--- src/rtl/ws2812_in.sv ---
// rtl/ws2812_in.sv - WS2812 serial stream receiver that decodes pulses into indexed bytes
//
// Purpose:
//   Samples an asynchronous WS2812 line, measures every high pulse in clk_in
//   cycles and classifies it as a 0 or 1 bit (MSB first). Eight bits make a
//   byte, which is strobed out together with its index inside the frame. A low
//   gap of RESET_CNT cycles is the latch that ends a frame.
//
// Optional build macro:
//   WS2812_IN_GLITCH_FILTER_EN - high pulses shorter than MIN_HIGH cycles are
//   dropped instead of decoding as a 0 bit.
//
// Ports:
//   clk_in          system clock (only clock)
//   rst_in          synchronous, active-high reset
//   ws2812_data_in  asynchronous serial line
//   byte_vld_out    one-cycle strobe, byte_data_out/byte_idx_out valid
//   byte_data_out   decoded byte, first received bit in bit 7
//   byte_idx_out    index of the byte within the current frame
//   frame_done_out  one-cycle strobe at the latch gap of a non-empty frame
//   err_out         one-cycle strobe on a fault
//   busy_out        high while a frame is in progress

module ws2812_in #(
  parameter int CNT_WIDTH  = 16,
  parameter int BIT_THRESH = 44,
  parameter int HIGH_MAX   = 120,
  parameter int RESET_CNT  = 4000,
  parameter int MIN_HIGH   = 8,
  parameter int ADDR_WIDTH = 9
) (
  input  logic                  clk_in,
  input  logic                  rst_in,
  input  logic                  ws2812_data_in,
  output logic                  byte_vld_out,
  output logic [7:0]            byte_data_out,
  output logic [ADDR_WIDTH-1:0] byte_idx_out,
  output logic                  frame_done_out,
  output logic                  err_out,
  output logic                  busy_out
);

  typedef enum logic [1:0] {
    ST_SYNC = 2'd0,
    ST_LOW  = 2'd1,
    ST_HIGH = 2'd2
  } state_t;

  localparam logic [CNT_WIDTH-1:0] LP_THRESH   = CNT_WIDTH'(BIT_THRESH);
  localparam logic [CNT_WIDTH-1:0] LP_HIGH_MAX = CNT_WIDTH'(HIGH_MAX);
  localparam logic [CNT_WIDTH-1:0] LP_RESET    = CNT_WIDTH'(RESET_CNT);
  localparam logic [CNT_WIDTH-1:0] LP_MIN_HIGH = CNT_WIDTH'(MIN_HIGH);

`ifdef WS2812_IN_GLITCH_FILTER_EN
  localparam logic LP_GLITCH_EN = 1'b1;
`else
  localparam logic LP_GLITCH_EN = 1'b0;
`endif

  // Input pipeline: two synchronizer flops, a registered copy of the
  // synchronized level, and registered edge flags. The FSM works on r_line,
  // r_rise and r_fall, which are mutually aligned.
  logic                  r_sync1;
  logic                  r_sync2;
  logic                  r_line;
  logic                  r_rise;
  logic                  r_fall;

  state_t                r_state;
  logic [CNT_WIDTH-1:0]  r_cnt;
  logic [7:0]            r_shift;
  logic [2:0]            r_bit_cnt;
  logic [ADDR_WIDTH-1:0] r_idx;
  logic                  r_any_bit;   // at least one bit decoded since frame start

  logic                  r_byte_vld;
  logic [7:0]            r_byte_data;
  logic [ADDR_WIDTH-1:0] r_byte_idx;
  logic                  r_frame_done;
  logic                  r_err;

  logic [CNT_WIDTH-1:0]  w_cnt_inc;
  logic                  w_bit;
  logic [7:0]            w_shift;
  logic                  w_glitch;

  assign w_cnt_inc = r_cnt + CNT_WIDTH'(1);
  assign w_bit     = (r_cnt >= LP_THRESH);
  assign w_shift   = {r_shift[6:0], w_bit};
  assign w_glitch  = LP_GLITCH_EN && (r_cnt < LP_MIN_HIGH);

  always_ff @(posedge clk_in) begin
    if (rst_in) begin
      r_sync1      <= 1'b0;
      r_sync2      <= 1'b0;
      r_line       <= 1'b0;
      r_rise       <= 1'b0;
      r_fall       <= 1'b0;
      r_state      <= ST_SYNC;
      r_cnt        <= '0;
      r_shift      <= '0;
      r_bit_cnt    <= '0;
      r_idx        <= '0;
      r_any_bit    <= 1'b0;
      r_byte_vld   <= 1'b0;
      r_byte_data  <= '0;
      r_byte_idx   <= '0;
      r_frame_done <= 1'b0;
      r_err        <= 1'b0;
    end else begin
      r_sync1      <= ws2812_data_in;
      r_sync2      <= r_sync1;
      r_line       <= r_sync2;
      r_rise       <= r_sync2 & ~r_line;
      r_fall       <= ~r_sync2 & r_line;

      r_byte_vld   <= 1'b0;
      r_frame_done <= 1'b0;
      r_err        <= 1'b0;

      case (r_state)
        // Wait for RESET_CNT consecutive low cycles before trusting the line.
        ST_SYNC: begin
          if (r_line) begin
            r_cnt <= '0;
          end else if (w_cnt_inc >= LP_RESET) begin
            // Enter LOW already saturated so no frame_done fires here.
            r_state   <= ST_LOW;
            r_cnt     <= LP_RESET;
            r_idx     <= '0;
            r_bit_cnt <= '0;
            r_any_bit <= 1'b0;
          end else begin
            r_cnt <= w_cnt_inc;
          end
        end

        ST_LOW: begin
          if (r_rise) begin
            r_state <= ST_HIGH;
            r_cnt   <= CNT_WIDTH'(1);
          end else if (r_cnt < LP_RESET) begin
            r_cnt <= w_cnt_inc;
            if (w_cnt_inc == LP_RESET) begin
              // Latch gap: close the frame; a partial byte is a fault.
              r_frame_done <= r_any_bit;
              r_err        <= r_any_bit && (r_bit_cnt != 3'd0);
              r_idx        <= '0;
              r_bit_cnt    <= '0;
              r_any_bit    <= 1'b0;
            end
          end
        end

        ST_HIGH: begin
          if (r_fall) begin
            r_state <= ST_LOW;
            r_cnt   <= CNT_WIDTH'(1);
            if (!w_glitch) begin
              r_shift   <= w_shift;
              r_bit_cnt <= r_bit_cnt + 3'd1;
              r_any_bit <= 1'b1;
              if (r_bit_cnt == 3'd7) begin
                r_byte_vld  <= 1'b1;
                r_byte_data <= w_shift;
                r_byte_idx  <= r_idx;
                r_idx       <= r_idx + ADDR_WIDTH'(1);
              end
            end
          end else if (w_cnt_inc >= LP_HIGH_MAX) begin
            // Stuck-high line: abort the frame and resynchronize.
            r_err     <= 1'b1;
            r_state   <= ST_SYNC;
            r_cnt     <= '0;
            r_bit_cnt <= '0;
            r_any_bit <= 1'b0;
          end else begin
            r_cnt <= w_cnt_inc;
          end
        end

        default: begin
          r_state <= ST_SYNC;
          r_cnt   <= '0;
        end
      endcase
    end
  end

  assign byte_vld_out   = r_byte_vld;
  assign byte_data_out  = r_byte_data;
  assign byte_idx_out   = r_byte_idx;
  assign frame_done_out = r_frame_done;
  assign err_out        = r_err;
  assign busy_out       = (r_state == ST_HIGH) || ((r_state == ST_LOW) && r_any_bit);

endmodule
--- config.mk ---
export PLATFORM = sky130hd
export DESIGN_NAME = ws2812_in
export DESIGN_NICKNAME = d
export VERILOG_FILES = /design/src/rtl/ws2812_in.sv
export SDC_FILE = /design/constraint.sdc
export NUM_CORES = 1
export LEC_CHECK = 0
export CAP_MARGIN = 40
export CORE_UTILIZATION = 32
export CTS_BUF_LIST = sky130_fd_sc_hd__clkbuf_8
export DETAILED_ROUTE_END_ITERATION = 16
export GPL_TIMING_DRIVEN = 0
export HOLD_SLACK_MARGIN = 0.08
export PLACE_DENSITY = 0.59
export REMOVE_ABC_BUFFERS = 1
export SLEW_MARGIN = 20
export SYNTH_ARGS = -nofsm -noshare
export SYNTH_HDL_FRONTEND = slang
export SYNTH_SLANG_ARGS = --single-unit
--- constraint.sdc ---
create_clock -name clk_in -period 6.2 [get_ports clk_in]
set_clock_uncertainty 0.1 [all_clocks]
set_input_delay 0.62 -clock clk_in [delete_from_list [all_inputs] [get_ports clk_in]]
set_output_delay 0.62 -clock clk_in [all_outputs]
set_load 0.03 [all_outputs]
### Word level (Yosys, flattened, before mapping)

Cells that the tools add are included.

| word-level totals | value |
|---|---|
| input port bits | 3 |
| output and inout port bits | 21 |
| logic and storage cells | 103 |
| bits in registers | 63 |

| cells by class | value |
|---|---|
| bitwise logic cells | 9 |
| $add $sub $neg | 3 |
| reduce and logical (&&, ||, !) cells | 13 |
| eq/ne operators | 14 |
| magnitude comparators | 4 |
| multiplexer cells | 44 |

Operators by type and width:

| kind | number |
|---|---|
| $mux 16 | 6 |
| $mux 9 | 7 |
| $pmux 16 s3 | 1 |
| $pmux 9 s3 | 1 |
| $mux 3 | 7 |
| $add 16x1->16 const B | 1 |
| $eq 16x12->1 const B | 1 |
| $ge 16x12->1 const B | 1 |
| $ge 16x6->1 const B | 1 |
| $ge 16x7->1 const B | 1 |
| $lt 16x12->1 const B | 1 |
| $ne 2x2->1 const B | 8 |
| $mux 1 | 13 |
| $mux 2 | 5 |
| $add 9x1->9 const B | 1 |
| $pmux 3 s3 | 1 |
| $reduce_and 8->1 | 1 |
| $not 1->1 | 7 |
| $reduce_and 7->1 | 1 |
| $ne 3x3->1 const B | 2 |
| $pmux 2 s3 | 1 |
| $reduce_bool 3->1 | 2 |
| $reduce_or 5->1 | 1 |
| $reduce_and 4->1 | 1 |
| 13 further kinds | 15 |

### Depth between registers and ports, before layout

Gate-level depths: netlist (run 1).

| depth | value |
|---|---|
| word-level depth | 6 |
| depth in mapped cells | 11 |
| gate-level depth less buffers | 8 |

### Worst setup path before layout (run 1)

OpenSTA, ideal clock, no wires.

| path | value |
|---|---|
| kind | flip-flop to flip-flop |
| from | register r_cnt[0] |
| to | register r_cnt[3] |
| period minus slack after synthesis | 2,475 ps |
| setup slack | 3,725 ps |
| arrival time | 2,315 ps |
| stages on the path, launching flop included | 10 |
| setup time | 60 ps |
| required time | 6,040 ps |
| buffers on the path | 1 |
| path through | dfxtp_1 > ha_1 > buf_2 > nand3_4 > xnor2_1 > o2111ai_1 > a221oi_2 > a31oi_2 > a2111oi_1 > a221o_1 |

| between the ends | value |
|---|---|
| longest elaborated chain between the ends | 5 |
| elaborated cells on any way between the ends | 12 |
| those cells by class | add/sub: 1; order compare: 3; eq/ne: 1; mux: 7 |

Ends and longest elaborated chain:

| what | line | RTL |
|---|---|---|
| start, declared | 70 | `logic [CNT_WIDTH-1:0] r_cnt;` |
| start signal, assigned | 134 | `r_cnt <= w_cnt_inc;` |
| start signal, assigned | 143 | `r_cnt <= w_cnt_inc;` |
| start signal, assigned | 178 | `r_cnt <= w_cnt_inc;` |
| $add 16x1->16 | 87 | `assign w_cnt_inc = r_cnt + CNT_WIDTH'(1);` |
| $ge 16x7->1 / $ge 16x12->1 (equally long branches) | 170, 126 |  |
| $mux 16 (on tied branches) | 170, 126 |  |
| $mux 16 (on tied branches) | 156, 124 |  |
| $pmux 16 s3 | 121 | `case (r_state)` |

Parallel ways exist; a longest one is shown, timed or not. The select of a mux whose other input is x is not followed.
A chain may end at the register's enable or synchronous reset.

### Worst setup path after layout (run 1)

Same ends and word-level chain as after synthesis.

==> results of run 1 <==
per-stage QoR:
| step | setup WS [ns] | cell area [sq um] | hold slack (ns) | total power (W) | util |
|---|---|---|---|---|---|
| floorplan | 3.33 | 3360 | 0.288 | 0.000499 | - |
| global placement | 2.09 | 3760 | 0.305 | 0.000524 | 0.358 |
| detailed placement | 2.84 | 3770 | 0.318 | 0.000527 | 0.359 |
| CTS | 2.81 | 4000 | 0.334 | 0.000936 | 0.381 |
| global route | 2.50 | 4000 | 0.353 | 0.000970 | 0.381 |
| finish | 2.79 | 4000 | 0.326 | 0.000927 | 0.381 |
critical path, delay by kind of cell (launching register included):
family | cells | cell delay (ns)
compound gates | 3 | 1.20
fa+ha+maj | 1 | 0.54
simple gates | 4 | 0.92
flops | 1 | 0.58
path summary, 6_finish.rpt:
kind / endpoint / slack, ns / cells past startpoint
hold reg to reg: r_fall / 0.33 / 1
setup reg to reg: r_cnt[3] / 2.79 / 8
setup / recovery: r_cnt[3] / 2.79 / 8
hold / removal: r_fall / 0.33 / 1
Yosys cell counts (all sizes together), types with 2 or more instances:
cell type | count | area [sq um]
nand3 | 17 | 103
inv | 10 | 37.5
xnor2 | 2 | 17.5
a22o | 6 | 52.6
o21ai | 9 | 45.0
nand4 | 12 | 90.1
nor4 | 7 | 71.3
a21o | 5 | 37.5
a221oi | 2 | 23.8
nor3 | 9 | 55.1
a32oi | 2 | 17.5
buf | 17 | 120
a21boi | 2 | 15.0
clkbuf | 10 | 37.5
and2 | 4 | 27.5
a22oi | 2 | 15.0
o31ai | 9 | 95.1
ha | 10 | 125
o311ai | 4 | 35.0
a211oi | 4 | 42.5
or4 | 3 | 22.5
or2 | 2 | 12.5
o211ai | 2 | 15.0
nand4b | 2 | 17.5
nor2 | 15 | 58.8
and3 | 11 | 68.8
a31oi | 2 | 18.8
nand2 | 71 | 269
a311oi | 2 | 35.0
a211o | 6 | 52.6
o22ai | 3 | 18.8
nor2b | 10 | 62.6
mux2i | 4 | 40.0
a21oi | 38 | 194
o21bai | 2 | 15.0
dfxtp | 63 | 1260
a221o | 2 | 20.0
nand2b | 6 | 37.5
or3 | 7 | 43.8
xor2 | 4 | 35.0
logic make-up (layout without fill, tap and decap cells):
kind of cell / after synthesis / after routing / synth area share
flip-flops: 63 / 63 / 0.359
adder cells (fa/ha/maj): 10 / 10 / 0.0356
multiplexers: 5 / 5 / 0.0146
AO/OA/AOI/OAI: 109 / 109 / 0.234
XOR/XNOR: 6 / 6 / 0.0149
buffers and inverters: 37 / 50 / 0.0555
AND/OR/NAND/NOR: 183 / 183 / 0.287
flip-flops by register name, indices dropped and copies added, names as in the netlist, 2 cells and up:
register       count
r_idx              9
byte_data_out      8
byte_idx_out       9
r_shift            7
r_state            2
r_bit_cnt          3
r_cnt             16
metal layers:
metal  vias up  global-route usage  part of all wire  routed length [microns]
met2        52               0.235              0.46                     3690
met1      1466               0.206              0.50                     4060
li1       1533                   -                 -                        -
met3         4              0.0365             0.034                      272
met4         0              0.0538            0.0099                       80
met5         -                   0                 0                        0
power groups by stage:
stage                     Sequential (W)  Combinational, W  Clock [W]
after floorplan                 0.000442         0.0000574          0
after global placement          0.000448         0.0000765          0
after detailed placement        0.000448         0.0000785          0
after CTS                       0.000439         0.0000794   0.000418
after global routing            0.000441         0.0000879   0.000441
final                           0.000439         0.0000795   0.000408
final cells by class:
class | instances | area [sq um]
Timing Repair Buffer | 24 | 245
Tap cell | 136 | 170
Clock buffer | 9 | 124
Clock inverter | 7 | 103
Fill cell | 1071 | 6510
Inverter | 10 | 37.5
Sequential cell | 63 | 1260
Multi-Input combinational cell | 313 | 2060
==> impl_metrics.toml, run 1 <==
[status]
outcome = "completed"

[route]
wl_per_cell_microns = 14.4
wl_mm = 8.11
vias = 3055
viasPerCell = 5.44
drtPass1Iterations = 4
drt_iter0_drc = 168
drc_errors = 0
postRouteAntennaNets = 0

[critical_path]
cp-startpoint = "r_cnt[0]"
crit_path_max_incr_delay_ns = 0.58
cp_cell_sequence = "ha_1 -> nand2_1 -> nor2_2 -> nand4_1 -> a211oi_4 -> nand3_1 -> a2111oi_1 -> a221o_1"
slowest_stage = "dfxtp_1"
r2r-start = "r_cnt[0]"
path_class = "reg -> reg"
cp-end-kind = "register"
worstPathArrival_ns = 3.60
cp-start-kind = "register"
critPathRequiredTime_ns = 6.39
worstPathMaxFanout = 13

[pwr]
p_leak_nw = 1.41
switching_share = 0.271
ir_drop_v = 0.000102
internal-power_w = 0.000675
clock_power_share = 0.440
power.switching_w = 0.000252
combinationalPowerShare = 0.086
pwr_density_cell_nw_per_um2 = 232
pwr-share-seq = 0.474

[clock_network]
path_clk_slew_ns = 0.07
hold_buffers = 0
numCtsBuffers = 9
cts_sinks = 63
cts-resized-gates = 0
cts_max_path_buffers = 2
post_cts_buffers = 0
cts_root_buffer = "clkbuf_8"
htreeDepth = 3
cts_tree = "done"
clk_latency_ns = 0.34

[synthesis]
ys_ff_latch = 63
yosysSeqAreaShare = 0.359
synthDistinctLibCells = 76
synth_edf_count = 0
yosys_warnings = 0
ys_async_sr_fraction = 0
synth_flop_cell = "dfxtp_1"
syn_avg_cell_area_sq_um = 8.52
synthCells = 413
syn_area_sq_um = 3520

[cells_and_area]
synthToLayoutAreaGrowth_pct = 13.8
num_antenna_cells = 0
nets = 434
final_cells = 562
layout_commonest_cell = "nand2_1"
drive_above_1_share = 0.0962
final_cell_mix = "70 x nand2_1, 63 x dfxtp_1, 37 x a21oi_1"

[global_routing]
grt_pass1_vias = 2866
grt_usage = 0.152
grt_first_pass_wirelength_mm = 13.8
grt_overflow = 0
grt_max_degree = 40
antenna_found_initial = 0

[placement]
numPortBuffers = 23
place.gp.congestion = 0.849
dp_hpwl_mm = 5.72
placedCellCount = 546

[floorplanning]
die_w_microns = 107
coreArea_sq_um = 10500
die_h_microns = 107
die_area_sq_um = 11400
num_rows = 37
num_io_pins = 24
initial_core_util = 0.335

[min_path]
min_from = "r_sync2"
hp-class = "reg -> reg"

[timing]
finalMaxSlewViolations = 0
finalCritPeriodShare = 0.551
tightestPinTransition_ns = 0.694
slew_headroom = 0.530
max_freq_mhz = 293
rsz0062_at_grt = "false"
finalSetupTns_ns = 0
hold_viol = 0
finalSetupViolCount = 0
period_minus_slack_ns = 3.41

[run]
max_cap_violations = 0
Power figures use the tool's default switching activity.
==> run 2: changes to the inputs <==
Clock period 6.2 ns to 3.5 ns, I/O delays scaled along.
==> run 2 against run 1 <==
Cell area rose by 1.0%; count of clock-buffer cells in the layout unchanged; utilization rose by 0.38 points.
==> impl_metrics.toml, run 2 (synthesis results as in run 1) <==
[route]
drc_errors = 0
postRouteAntennaNets = 0
wl_per_cell_microns = 14.4
viasPerCell = 5.43
drtPass1Iterations = 4
vias = 3080
drt_iter0_drc = 149
wl_mm = 8.19

[critical_path]
critPathRequiredTime_ns = 3.69
cp_cell_sequence = "ha_2 -> a21o_1 -> a31oi_1 -> a311oi_1 -> or2_1 -> o221ai_1 -> a41oi_1 -> mux2_2"
path_class = "reg -> reg"
cp-start-kind = "register"
slowest_stage = "a311oi_1"
crit_family = "compound AO/OA/AOI/OAI gates"
worstPathMaxFanout = 13
worstPathArrival_ns = 3.47
worst-path-buf-inv = 0
cp-end-kind = "register"
crit_path_max_incr_delay_ns = 0.61

[global_routing]
grt_max_degree = 40
grt_first_pass_wirelength_mm = 13.8
grt_pass1_vias = 2866
grt_usage = 0.152
antenna_found_initial = 0
grt_overflow = 0

[placement]
dp_hpwl_mm = 5.72
place.gp.congestion = 0.849
placed_cell_area_sq_um = 3770
numPortBuffers = 23

[cells_and_area]
num_antenna_cells = 0
layout_commonest_cell = "nand2_1"
largest_register = "r_cnt"
drive_above_1_share = 0.109
final_cell_mix = "70 x nand2_1, 63 x dfxtp_1, 37 x a21oi_1"
stdcell_area_sq_um = 4040
synthToLayoutAreaGrowth_pct = 14.9
nets = 439
largest_reg_flops = 16
final_core_util = 0.385

[timing]
finalMaxSlewViolations = 0
hold_viol = 0
period_minus_slack_ns = 3.27
finalCritPeriodShare = 0.936
whs_ns = 0.0890
finalSetupViolCount = 0
rsz0062_at_grt = "false"
slew_headroom = 0.530
tightestPinTransition_ns = 0.703
max_freq_mhz = 305

[floorplanning]
die_area_sq_um = 11400
die_w_microns = 107
coreArea_sq_um = 10500
die_h_microns = 107
num_io_pins = 24
initial_core_util = 0.335
num_rows = 37

[run]
max_cap_violations = 0

[clock_network]
cts_tree = "done"
cts_sinks = 63
cts_root_buffer = "clkbuf_8"
clk_latency_ns = 0.35
numCtsBuffers = 9
path_clk_slew_ns = 0.08
htreeDepth = 3
cts_max_path_buffers = 2

[min_path]
hp-class = "in -> reg"

[pwr]
combinationalPowerShare = 0.086
pwr_density_cell_nw_per_um2 = 407
power.switching_w = 0.000448
p_leak_nw = 1.43
clock_power_share = 0.440
ir_drop_v = 0.000181
internal-power_w = 0.00120
pwr-share-seq = 0.474
switching_share = 0.272

[status]
outcome = "completed"
==> run 2: cell count changes in the layout (fill, tap and decap cells not counted) <==
cell / before / now
ha_1: 10 / 9
ha_2: 0 / 1
buf_4: 0 / 5
==> run 2: timing repair <==
item | in CTS | in global routing
buffers inserted | 0 | 5
hold buffers | 0 | 0
endpoints found under the hold margin | 0 | 0
gates resized for setup | 0 | 1
setup endpoints to repair | 0 | 7
==> run 2: final timing paths <==
kind / slack [ns] / depth (start not counted) / end / from
worst max-delay path: 0.23 / 8 / r_bit_cnt[0] / r_cnt[0]
worst min-delay path: 0.09 / 2 / byte_data_out[7] / rst_in
worst max register to register: 0.23 / 8 / r_bit_cnt[0] / r_cnt[0]
worst min register to register: 0.33 / 1 / r_fall / r_sync2
==> run 2: layout make-up <==
type | count | area [sq um]
Clock buffer | 9 | 124
Clock inverter | 7 | 103
Fill cell | 1062 | 6470
Inverter | 10 | 37.5
Multi-Input combinational cell | 313 | 2060
Sequential cell | 63 | 1260
Tap cell | 136 | 170
Timing Repair Buffer | 29 | 283
==> run 2: per-stage QoR <==
stage               worst slack (ns)  std cells  power (W)  setup TNS (ns)
global placement              -0.341        545   0.000929           -1.88
floorplan                      0.632        386   0.000884               0
detailed placement             0.140        546   0.000933               0
CTS                            0.105        562    0.00166               0
global route                  0.0199        567    0.00172               0
finish                         0.225        567    0.00165               0
==> run 2: power by group through the flow <==
stage | Clock (W) | Sequential (W) | Combinational, W
finish | 0.000724 | 0.000779 | 0.000142
global placement | 0 | 0.000794 | 0.000135
floorplan | 0 | 0.000783 | 0.000102
CTS | 0.000740 | 0.000777 | 0.000141
global route | 0.000781 | 0.000782 | 0.000157
detailed placement | 0 | 0.000794 | 0.000139
==> run 2: per-layer routing <==
metal,GRT usage,share of wire,vias to the layer above
met5,0,0,-
li1,-,-,1547
met1,0.206,0.50,1482
met4,0.0538,0.013,0
met3,0.0365,0.036,6
met2,0.235,0.45,45
==> run 2: worst reg2reg max path, cell delays in order (launching register included) <==
cell and delay, ns:
dfxtp_1 0.60, ha_2 0.43, a21o_1 0.19, a31oi_1 0.11, a311oi_1 0.61, or2_1 0.27, o221ai_1 0.26, a41oi_1 0.43
mux2_2 0.22
==> run 3: changes to the inputs <==
Settings changed: CORE_MARGIN set to 4, CORE_UTILIZATION 32 to 45, PLACE_DENSITY 0.59 to 0.74.
==> run 3 against run 2 <==
Die area fell by 19%; setup slack improved by 0.086 ns; critical path depth did not move; cell area fell by 0.50%; sequential share of layout area rose by 0.16 points.
==> impl_metrics.toml, run 3 (synthesis results as in run 1) <==
[cells_and_area]
drive_above_1_share = 0.105
largest_register = "r_cnt"
num_antenna_cells = 0
final_cell_mix = "70 x nand2_1, 63 x dfxtp_1, 37 x a21oi_1"
nets = 436
stdcell_area_sq_um = 4020
layout_commonest_cell = "nand2_1"
synthToLayoutAreaGrowth_pct = 14.3
largest_reg_flops = 16
final_core_util = 0.543

[clock_network]
numCtsBuffers = 9
cts_sinks = 63
cts_max_path_buffers = 2
cts_tree = "done"
htreeDepth = 3
clk_latency_ns = 0.35
cts_root_buffer = "clkbuf_8"
path_clk_slew_ns = 0.07

[critical_path]
cp-end-kind = "register"
ff2ff_path_depth = 8
path_class = "reg -> reg"
worstPathMaxFanout = 13
worstPathArrival_ns = 3.37
critPathRequiredTime_ns = 3.68
r2r_setup_slack_ns = 0.31
cp-start-kind = "register"

[timing]
hold_viol = 0
tightestPinTransition_ns = 0.687
finalMaxSlewViolations = 0
finalCritPeriodShare = 0.911
slew_headroom = 0.535
rsz0062_at_grt = "false"
period_minus_slack_ns = 3.19
finalSetupViolCount = 0
max_freq_mhz = 314
finalSetupTns_ns = 0
layout_setup_ws_ns = 0.311
whs_ns = 0.285

[floorplanning]
die_w_microns = 96.4
num_rows = 31
coreArea_sq_um = 7410
die_area_sq_um = 9290
initial_core_util = 0.475
num_io_pins = 24
die_h_microns = 96.4

[global_routing]
grt_first_pass_wirelength_mm = 13.1
grt_overflow = 0
grt_usage = 0.179
grt_pass1_vias = 2738
antenna_found_initial = 0
grt_max_degree = 31

[placement]
numPortBuffers = 23
place.gp.congestion = 0.887
placed_cell_area_sq_um = 3740
dp_slack_ns = 0.130
dp_hpwl_mm = 5.54

[pwr]
p_leak_nw = 1.44
ir_drop_v = 0.000302
pwr_density_cell_nw_per_um2 = 427

[status]
outcome = "completed"

[route]
wl_mm = 7.92
drt_iter0_drc = 207
postRouteAntennaNets = 0
wl_per_cell_microns = 15.0
drc_errors = 0
drtPass1Iterations = 5
vias = 3107
viasPerCell = 5.90

[run]
max_cap_violations = 0

[min_path]
min_path_cells = 2
hp-class = "in -> reg"
run 3: cell count changes in the layout (fill, tap and decap cells not counted):
cell / change
a311oi_1: -1
a311oi_2: +1
buf_16: +1
buf_4: -4
bufinv_16: +1
clkinv_4: -1
clkinvlp_4: -1
inv_6: +1
run 3: critical path: stages (launching register included):
cell and delay [ns]:
dfxtp_1 0.58, ha_2 0.43, nand3_4 0.15, xnor2_1 0.18, o2111ai_1 0.16, a221oi_2 0.64
a31oi_2 0.31, a2111oi_1 0.43, a221o_1 0.16
run 3: worst paths after layout:
check	from	endpoint
hold reg to reg	r_sync2	r_fall
hold / removal	rst_in	r_sync2
setup reg to reg	r_cnt[0]	r_cnt[3]
setup / recovery	r_cnt[0]	r_cnt[3]
run 3: what timing repair did:
| item | CTS | global route |
|---|---|---|
| resized for setup | 0 | 2 |
| setup buffers | 0 | 2 |
| setup endpoints to repair | 0 | 7 |
| hold buffers | 0 | 0 |
run 3: per-stage QoR:
step	cells	power (W)
6_report	527	0.00172
5_1_grt	527	0.00178
4_1_cts	525	0.00172
3_5_place_dp	509	0.000935
3_3_place_gp	508	0.000925
2_1_floorplan	386	0.000884
run 3: final cells by class:
cell class	count	area (sq um)
well taps	99	124
clock inverters	7	125
inverters	10	37.5
clock buffers	9	124
flip-flops and latches	63	1260
fillers	695	3390
repair buffers	26	280
multi-input cells	313	2070
run 3: routing by layer:
metal	track usage	wire length [microns]
met4	0.0783	146
met2	0.274	3630
met3	0.0325	402
met5	0	0
met1	0.247	3740
run 3: power by group:
part | total (W) | leakage (nW) | internal, W | switching [W]
clock network | 0.000798 | 0.125 | 0.000483 | 0.000315
logic | 0.000142 | 0.807 | 0.0000547 | 0.0000876
registers | 0.000778 | 0.508 | 0.000733 | 0.0000444
